`config.mk`:
```
export PLATFORM = sky130hd
export DESIGN_NAME = control_carga_flat
export DESIGN_NICKNAME = d
export VERILOG_FILES = /design/src/rtl/control_carga_if.sv /design/src/rtl/control_carga.sv /design/src/flat_wrapper.sv
export SDC_FILE = /design/constraint.sdc
export NUM_CORES = 1
export LEC_CHECK = 0
export ABC_AREA = 1
export CELL_PAD_IN_SITES_DETAIL_PLACEMENT = 1
export CELL_PAD_IN_SITES_GLOBAL_PLACEMENT = 2
export CORE_ASPECT_RATIO = 1.75
export CORE_MARGIN = 4
export CORE_UTILIZATION = 32
export DETAILED_ROUTE_END_ITERATION = 8
export PLACE_DENSITY_LB_ADDON = 0.1
export SLEW_MARGIN = 20
export SYNTH_ARGS = -nofsm -noshare
export SYNTH_HDL_FRONTEND = slang
export SYNTH_SLANG_ARGS = --single-unit
```
`constraint.sdc`:
```
create_clock -name clk -period 7.9 [get_ports clk]
set_input_delay 0.79 -clock clk [delete_from_list [all_inputs] [get_ports clk]]
set_output_delay 0.79 -clock clk [all_outputs]
set_load 0.1 [all_outputs]
```
`src/rtl/control_carga_if.sv`:
```
// control_carga_if: control and status bundle of the two-battery charge controller.
//   master: drives habilitar / descarga1 / descarga2 and observes the status.
//   slave : the controller; samples the controls and drives the status.
//   habilitar       charger enable (level)
//   descarga1/2     one-cycle discharge pulse for battery 1 / 2
//   carga_bateria*  4-bit charge level of each battery
//   carga_total     5-bit sum of both levels
//   cargando        charger active
//   sel_bateria     0 = battery 1 is being charged, 1 = battery 2
//   bateria_baja    pack total below the low threshold
//   completo        pack full
interface control_carga_if;
    logic       habilitar;
    logic       descarga1;
    logic       descarga2;
    logic [3:0] carga_bateria1;
    logic [3:0] carga_bateria2;
    logic [4:0] carga_total;
    logic       cargando;
    logic       sel_bateria;
    logic       bateria_baja;
    logic       completo;

    modport master (
        output habilitar, descarga1, descarga2,
        input  carga_bateria1, carga_bateria2, carga_total,
               cargando, sel_bateria, bateria_baja, completo
    );

    modport slave (
        input  habilitar, descarga1, descarga2,
        output carga_bateria1, carga_bateria2, carga_total,
               cargando, sel_bateria, bateria_baja, completo
    );
endinterface

```
`src/rtl/control_carga.sv`:
```
// control_carga: shares one charger between two 4-bit batteries.
//   The charger is re-arbitrated before every +1 step, always toward the
//   emptier battery (ties go opposite the last-served battery). Discharge
//   pulses apply in every state and saturate at 0. Charging stops when the
//   pack reaches 15/15 or when habilitar drops.
// Ports:
//   clk    system clock, rising edge
//   rst_n  asynchronous active-low reset
//   bus    control_carga_if.slave (controls in, levels/status out)
// Parameters:
//   TICKS_POR_PASO  CARGAR cycles per +1 step (>= 1)
//   UMBRAL_TOTAL    low-pack threshold on carga_total
module control_carga #(
    parameter int         TICKS_POR_PASO = 4,
    parameter logic [4:0] UMBRAL_TOTAL   = 5'd8
) (
    input  logic               clk,
    input  logic               rst_n,
    control_carga_if.slave     bus
);
    localparam int CW = (TICKS_POR_PASO > 1) ? $clog2(TICKS_POR_PASO) : 1;
    localparam logic [CW-1:0] CNT_FIN = CW'(TICKS_POR_PASO - 1);
    localparam logic [4:0]    TOTAL_LLENO = 5'd30;

    typedef enum logic [1:0] {REPOSO, ELEGIR, CARGAR, LLENO} estado_t;

    estado_t       state_q, state_d;
    logic [CW-1:0] cnt_q, cnt_d;
    logic [3:0]    lvl1_q, lvl1_d, lvl2_q, lvl2_d;
    logic          sel_q, sel_d;
    logic          last_q, last_d;

    logic [4:0] total_q, total_d;
    logic       paso, inc1, inc2;

    assign total_q = {1'b0, lvl1_q} + {1'b0, lvl2_q};
    assign total_d = {1'b0, lvl1_d} + {1'b0, lvl2_d};

    // A step completes only on the terminal count with the enable still high.
    assign paso = (state_q == CARGAR) && bus.habilitar && (cnt_q == CNT_FIN);
    assign inc1 = paso && !sel_q;
    assign inc2 = paso &&  sel_q;

    // Levels: an increment and a discharge on the same battery cancel out.
    always_comb begin
        lvl1_d = lvl1_q;
        lvl2_d = lvl2_q;
        if (inc1 && !bus.descarga1)                        lvl1_d = lvl1_q + 4'd1;
        else if (!inc1 && bus.descarga1 && lvl1_q != 4'd0) lvl1_d = lvl1_q - 4'd1;
        if (inc2 && !bus.descarga2)                        lvl2_d = lvl2_q + 4'd1;
        else if (!inc2 && bus.descarga2 && lvl2_q != 4'd0) lvl2_d = lvl2_q - 4'd1;
    end

    always_comb begin
        state_d = state_q;
        cnt_d   = cnt_q;
        sel_d   = sel_q;
        last_d  = last_q;
        case (state_q)
            REPOSO: begin
                if (bus.habilitar)
                    state_d = (total_q == TOTAL_LLENO) ? LLENO : ELEGIR;
            end
            ELEGIR: begin
                if (!bus.habilitar) begin
                    state_d = REPOSO;
                end else begin
                    if (lvl1_q < lvl2_q)      sel_d = 1'b0;
                    else if (lvl2_q < lvl1_q) sel_d = 1'b1;
                    else                      sel_d = ~last_q;
                    last_d  = sel_d;
                    cnt_d   = '0;
                    state_d = CARGAR;
                end
            end
            CARGAR: begin
                if (!bus.habilitar) begin
                    // Partial step is abandoned.
                    cnt_d   = '0;
                    state_d = REPOSO;
                end else if (cnt_q == CNT_FIN) begin
                    cnt_d   = '0;
                    state_d = (total_d == TOTAL_LLENO) ? LLENO : ELEGIR;
                end else begin
                    cnt_d = cnt_q + CW'(1);
                end
            end
            LLENO: begin
                if (total_q < TOTAL_LLENO) state_d = REPOSO;
            end
            default: state_d = REPOSO;
        endcase
    end

    always_ff @(posedge clk or negedge rst_n) begin
        if (!rst_n) begin
            state_q <= REPOSO;
            cnt_q   <= '0;
            lvl1_q  <= 4'd0;
            lvl2_q  <= 4'd0;
            sel_q   <= 1'b0;
            last_q  <= 1'b1;
        end else begin
            state_q <= state_d;
            cnt_q   <= cnt_d;
            lvl1_q  <= lvl1_d;
            lvl2_q  <= lvl2_d;
            sel_q   <= sel_d;
            last_q  <= last_d;
        end
    end

    assign bus.carga_bateria1 = lvl1_q;
    assign bus.carga_bateria2 = lvl2_q;
    assign bus.carga_total    = total_q;
    assign bus.cargando       = (state_q == CARGAR);
    assign bus.sel_bateria    = sel_q;
    assign bus.bateria_baja   = (total_q < UMBRAL_TOTAL);
    assign bus.completo       = (state_q == LLENO);
endmodule

```
`src/flat_wrapper.sv`:
```
// flat-port wrapper written by rule: the top's interface ports become plain ports
module control_carga_flat 
#(
    parameter int         TICKS_POR_PASO = 4,
    parameter logic [4:0] UMBRAL_TOTAL   = 5'd8
)
  (clk, rst_n, bus_habilitar, bus_descarga1, bus_descarga2, bus_carga_bateria1, bus_carga_bateria2, bus_carga_total, bus_cargando, bus_sel_bateria, bus_bateria_baja, bus_completo);
  control_carga_if bus_i ();
  input  logic clk;
  input  logic rst_n;
  input wire logic [$bits(bus_i.habilitar)-1:0] bus_habilitar;
  input wire logic [$bits(bus_i.descarga1)-1:0] bus_descarga1;
  input wire logic [$bits(bus_i.descarga2)-1:0] bus_descarga2;
  output wire logic [$bits(bus_i.carga_bateria1)-1:0] bus_carga_bateria1;
  output wire logic [$bits(bus_i.carga_bateria2)-1:0] bus_carga_bateria2;
  output wire logic [$bits(bus_i.carga_total)-1:0] bus_carga_total;
  output wire logic [$bits(bus_i.cargando)-1:0] bus_cargando;
  output wire logic [$bits(bus_i.sel_bateria)-1:0] bus_sel_bateria;
  output wire logic [$bits(bus_i.bateria_baja)-1:0] bus_bateria_baja;
  output wire logic [$bits(bus_i.completo)-1:0] bus_completo;
  assign bus_i.habilitar = bus_habilitar;
  assign bus_i.descarga1 = bus_descarga1;
  assign bus_i.descarga2 = bus_descarga2;
  assign bus_carga_bateria1 = bus_i.carga_bateria1;
  assign bus_carga_bateria2 = bus_i.carga_bateria2;
  assign bus_carga_total = bus_i.carga_total;
  assign bus_cargando = bus_i.cargando;
  assign bus_sel_bateria = bus_i.sel_bateria;
  assign bus_bateria_baja = bus_i.bateria_baja;
  assign bus_completo = bus_i.completo;
  control_carga #(.TICKS_POR_PASO(TICKS_POR_PASO), .UMBRAL_TOTAL(UMBRAL_TOTAL)) u_core (.clk(clk), .rst_n(rst_n), .bus(bus_i));
endmodule
```
==> qor.yml, run 1 <==
cp-end-kind: "output port"
final_util_pct: 41.8
grt_max_degree: 15
layout_commonest_cell: "nand2_1"
rr_startpoint: "u_core.bus.carga_bateria2[1]$_DFF_PN0_"
max_cap_viol_count: 0
port_buffers: 21
worst_skew_pair.late_latency_ns: 0.25
rsz0062_at_grt: "no"
core-area_um2: 3940
period_share_pct: 47.8
timing.reg2reg.setup_slack_ns: 4.95
start_kind: "flip-flop"
design_area_um2: 1650
fin_crit_ns: 3.78
setup_viol: 0
ff2ff_path_depth: 18
dp_hpwl_um: 3250
hold_buffers: 0
overflow: 0
ys_seq_area_share_pct: 26.6
antenna_cells: 0
path_max_fanout: 7
cts-root-buf: "clkbuf_8"
initial_core_util_pct: 33.5
worstHoldPathType: "flip-flop to flip-flop"
grt_use_total_pct: 16.2
relSlewSlack_pct: 34.7
clock_skew_ns: 0.00393
startpoint: "u_core.bus.carga_bateria2[0]$_DFF_PN0_"
final.setup.tns_ns: 0
drv_slew: 0
grt_pass1_wl_um: 6690
yosysTopAreaCellShare_pct: 24.6
synth_cells: 177
first_iter_violations: 20
io_pins: 22
hold_viol_final: 0
synth_top_cell_by_area: "dfrtp_1"
cts_tree: "done"
routabilityCongestion: 0.908
fmax_ghz: 0.265
firstDrtPassIters: 3
clock_path_buffers: 2
h-tree-depth: 1
worstSetupPathType: "flip-flop to output port"
synth_nets: 201
dieArea_um2: 5260
routed_wl_um: 3750
status: "complete, no violations"
hold_end: "u_core.last_q$_DFFE_PN1P_"
worst_slew_pin_slew_ns: 0.976
grt_pass1_vias: 1418
worst_ep_required_time_ns: 7.11
antenna_found_initial: 0
row_count: 30
clk_pin_slew_worst_paths_ns: 0.06
cts_sinks: 14
wl_per_cell_um: 15.0
syn_area_um2: 1320
placed_area_um2: 1590
numCtsBuffers: 3
final_nets: 227
holdCritStartpoint: "u_core.last_q$_DFFE_PN1P_"
arrival_ns: 2.99
holdPathStages: 2
post_cts_buffers: 0
drive_above_1_share_pct: 9.41
synth_warnings: 0
drc: 0
synth_area_leaders: "dfrtp_1 (25%), ha_1 (16%), nand2_1 (9.9%)"
avgSynthCellArea_um2: 7.46
mostFrequentLayoutCells: "nand2_1 (35), inv_1 (31), clkdlybuf4s50_1 (21)"
ant_nets: 0
vias: 1228
yosysUniqueCellTypes: 28
ctsResizeCount: 0
area_delta_synth_final_pct: 24.6
viasPerCell: 4.91
die_x_um: 56.6
ys_seq_elements: 14
die_h_um: 93.0
crit-reg2reg-capture: "u_core.state_q[1]$_DFFE_PN0P_"
-- worst max-delay path by stage --
stage                                          to  slack, ns  cells after the start
floorplan                        bus_bateria_baja       3.20                      7
global placement    u_core.state_q[1]$_DFFE_PN0P_       4.40                     19
global route                     bus_bateria_baja       3.97                      8
finish                           bus_bateria_baja       4.12                      7
CTS                              bus_bateria_baja       4.09                      7
detailed placement  u_core.state_q[1]$_DFFE_PN0P_       4.36                     19
-- state kept, by name (all words and copies together) (netlist names) --
name and count:
u_core.last_q 1, u_core.bus.sel_bateria 1, u_core.bus.carga_bateria1 4, u_core.bus.carga_bateria2 4, u_core.cnt_q 2, u_core.state_q 2
-- area by class of cell --
class                      count  area, um2
fill                         528       2290
multi-input combinational    130        846
sequential                    14        352
timing repair buffer          21        210
inverter                      33        124
tap                           48       60.1
clock buffer                   4       55.1
-- metal layers --
layer  vias to the layer above  wire, um  GRT usage [%]
met5                         -         0              0
met4                         0       119           7.72
met3                        11        88           1.93
met2                        22      2130           31.1
met1                       579      1410           16.8
li1                        616         -              -
-- cells in the mapped netlist --
master	count
o21ai_0	5
nand2_4	2
nor2_8	1
ha_1	17
nor2_4	1
dfstp_2	1
o31ai_1	1
inv_2	2
o21ai_2	1
dfrtp_1	13
a31oi_1	1
nand2_1	35
nor3b_1	1
nor3_1	1
xor2_1	7
inv_1	31
o21ai_1	5
nor2_1	17
nand3_2	1
fa_1	2
nand3_4	1
xnor2_1	1
nand2_2	3
nand3_1	14
or2_2	2
o22ai_1	1
a21oi_1	7
nand4_1	3
-- worst max-delay path, stage by stage, from the launching register on --
cell and delay, ns:
dfrtp_1 0.48, ha_1 0.27, fa_1 0.40, nor3b_1 0.15
nor2_1 0.12, inv_1 0.07, nor2_1 0.10, clkdlybuf4s50_1 1.14
-- logic make-up (layout without fill, tap and decap cells) --
kind of cell	Yosys count	count (layout)	share of synthesized area [%]
xor gates and xnor gates	8	8	5.30
buffers and inverters	33	58	9.38
and+or+nand+nor	82	82	31.0
AOI/OAI and AO/OA	21	21	8.62
DFF	14	14	26.6
adders and majority gates	19	19	19.1
-- metrics by stage --
step / setup slack, ns / hold slack, ns / cells
floorplan: 3.20 / 0.450 / 177
global placement: 4.40 / 0.467 / 246
detailed placement: 4.36 / 0.480 / 246
CTS: 4.09 / 0.489 / 250
global route: 3.97 / 0.532 / 250
finish: 4.12 / 0.486 / 250
Power of run 1 is left out: the tool's default activity adds up to more than one toggle a clock period on the data nets, which glitch-free logic cannot reach.
==> run 2: changes to the inputs <==
Settings changed: CORE_UTILIZATION 32 to 27.
Clock period 7.9 ns to 3 ns, I/O delays scaled along.
==> qor.yml, run 2 (synthesis results as in run 1) <==
place_ws_ns: 0.0214  # -4.34 ns
hold_viol_final: 0  # unchanged
clock_skew_ns: 0.00509  # +0.00115 ns
worst_slew_pin_slew_ns: 0.704  # -0.272 ns
port_buffers: 21  # unchanged
hold_buffers: 0  # unchanged
path_max_fanout: 4  # -3
fin_crit_ns: 2.74
final_nets: 235  # +3.5%
overflow: 0  # unchanged
clock_path_buffers: 2  # unchanged
area_delta_synth_final_pct: 32.9
core-area_um2: 4710  # +19%
cts_tree: "done"
routabilityCongestion: 0.809  # -11%
relSlewSlack_pct: 52.9  # +18 points
grt_max_degree: 15  # unchanged
fmax_ghz: 0.365
finalWorstSetupSlack_ns: 0.263  # -3.86 ns
worst_ep_required_time_ns: 3.19  # -3.92 ns
wl_per_cell_um: 15.0  # about the same
drv_slew: 0  # unchanged
vias: 1255  # +2.2%
period_share_pct: 91.2
worst_skew_pair.late_latency_ns: 0.24  # about the same
clk_pin_slew_worst_paths_ns: 0.06  # about the same
status: "complete, no violations"
numCtsBuffers: 3  # unchanged
cts_sinks: 14  # unchanged
drive_above_1_share_pct: 29.0  # +20 points
antenna_found_initial: 0  # unchanged
dieArea_um2: 6120  # +16%
layout_commonest_cell: "nand2_1"
h-tree-depth: 1  # unchanged
viasPerCell: 4.79  # -2.5%
die_x_um: 60.9  # +7.6%
worstHoldPathType: "input pin to asynchronous set/reset pin"
grt_pass1_wl_um: 6650  # -0.63%
initial_core_util_pct: 28.1  # -5.5 points
row_count: 33  # +10%
grt_pass1_vias: 1388  # -2.1%
cts-root-buf: "clkbuf_8"
first_iter_violations: 39  # +95%
firstDrtPassIters: 3  # unchanged
max_cap_viol_count: 0  # unchanged
antenna_cells: 0  # unchanged
worstSetupPathType: "flip-flop to flip-flop"
dp_hpwl_um: 3400  # +4.6%
setup_viol: 0  # unchanged
ant_nets: 0  # unchanged
grt_use_total_pct: 14.6  # -1.6 points
routed_wl_um: 3930  # +4.8%
rsz0062_at_grt: "no"
arrival_ns: 2.92  # -0.07 ns
drc: 0  # unchanged
io_pins: 22  # unchanged
mostFrequentLayoutCells: "nand2_1 (34), inv_1 (30), buf_4 (24)"
cp-end-kind: "flip-flop"
start_kind: "flip-flop"
die_h_um: 101  # +8.1%
run 2: cell types whose count changed in the layout (fill, tap and decap cells not counted), sizes merged:
cell	before	now
buf	0	25
clkdlybuf4s50	21	4
inv	33	32
clkinvlp	0	1
run 2: what timing repair did:
item	CTS	global route
setup buffers	0	1
setup endpoints to repair	0	1
gates resized for setup	0	1
run 2: critical path, cell delays in order (launching register included):
cell     delay (ns)
dfrtp_4        0.45
inv_1          0.07
ha_1           0.24
a21oi_2        0.20
nand2_4        0.07
nand2_1        0.08
xor2_1         0.18
inv_1          0.08
ha_1           0.22
fa_1           0.49
inv_1          0.04
nor2_1         0.07
nand3_1        0.07
nor2_1         0.10
nand3_1        0.09
nand2_1        0.06
nand2_1        0.04
nand2_1        0.05
nand2_1        0.04
nand2_1        0.05
run 2: final timing paths:
kind / end / startpoint / depth (start not counted) / slack, ns
max: u_core.state_q[1]$_DFFE_PN0P_ / u_core.bus.carga_bateria1[0]$_DFF_PN0_ / 19 / 0.26
max in group asynchronous: u_core.bus.carga_bateria1[0]$_DFF_PN0_ / rst_n / 1 / 2.00
min reg2reg: u_core.last_q$_DFFE_PN1P_ / u_core.last_q$_DFFE_PN1P_ / 2 / 0.47
min: u_core.state_q[0]$_DFFE_PN0P_ / rst_n / 1 / 0.47
min in group clk: u_core.last_q$_DFFE_PN1P_ / u_core.last_q$_DFFE_PN1P_ / 2 / 0.48
max reg2reg: u_core.state_q[1]$_DFFE_PN0P_ / u_core.bus.carga_bateria1[0]$_DFF_PN0_ / 19 / 0.26
run 2: cell type report:
| cell class | instances | area [um2] |
|---|---|---|
| Inverter | 33 | 128 |
| Sequential cell | 14 | 367 |
| Fill cell | 597 | 2950 |
| Timing Repair Buffer | 29 | 240 |
| Multi-Input combinational cell | 130 | 901 |
| Tap cell | 52 | 65.1 |
| Clock buffer | 4 | 55.1 |
run 2: per-layer routing:
metal / GRT usage (%) / vias to the layer above / part of all wire, %
met3: 1.41 / 4 / 2.4
met5: 0 / - / 0
li1: - / 628 / -
met2: 27.8 / 19 / 58
met1: 15.9 / 604 / 38
met4: 4.67 / 0 / 1.6
run 2: per-stage QoR:
stage,TNS (ns),area [um2],hold slack [ns],std cells,util (%)
global placement,0,1690,0.468,257,35.9
floorplan,-0.0151,1390,0.00441,177,-
global route,0,1760,0.508,262,37.3
finish,0,1760,0.475,262,37.3
detailed placement,0,1690,0.479,257,35.9
CTS,0,1740,0.489,261,37.1
Power of run 2 is left out for the same reason.
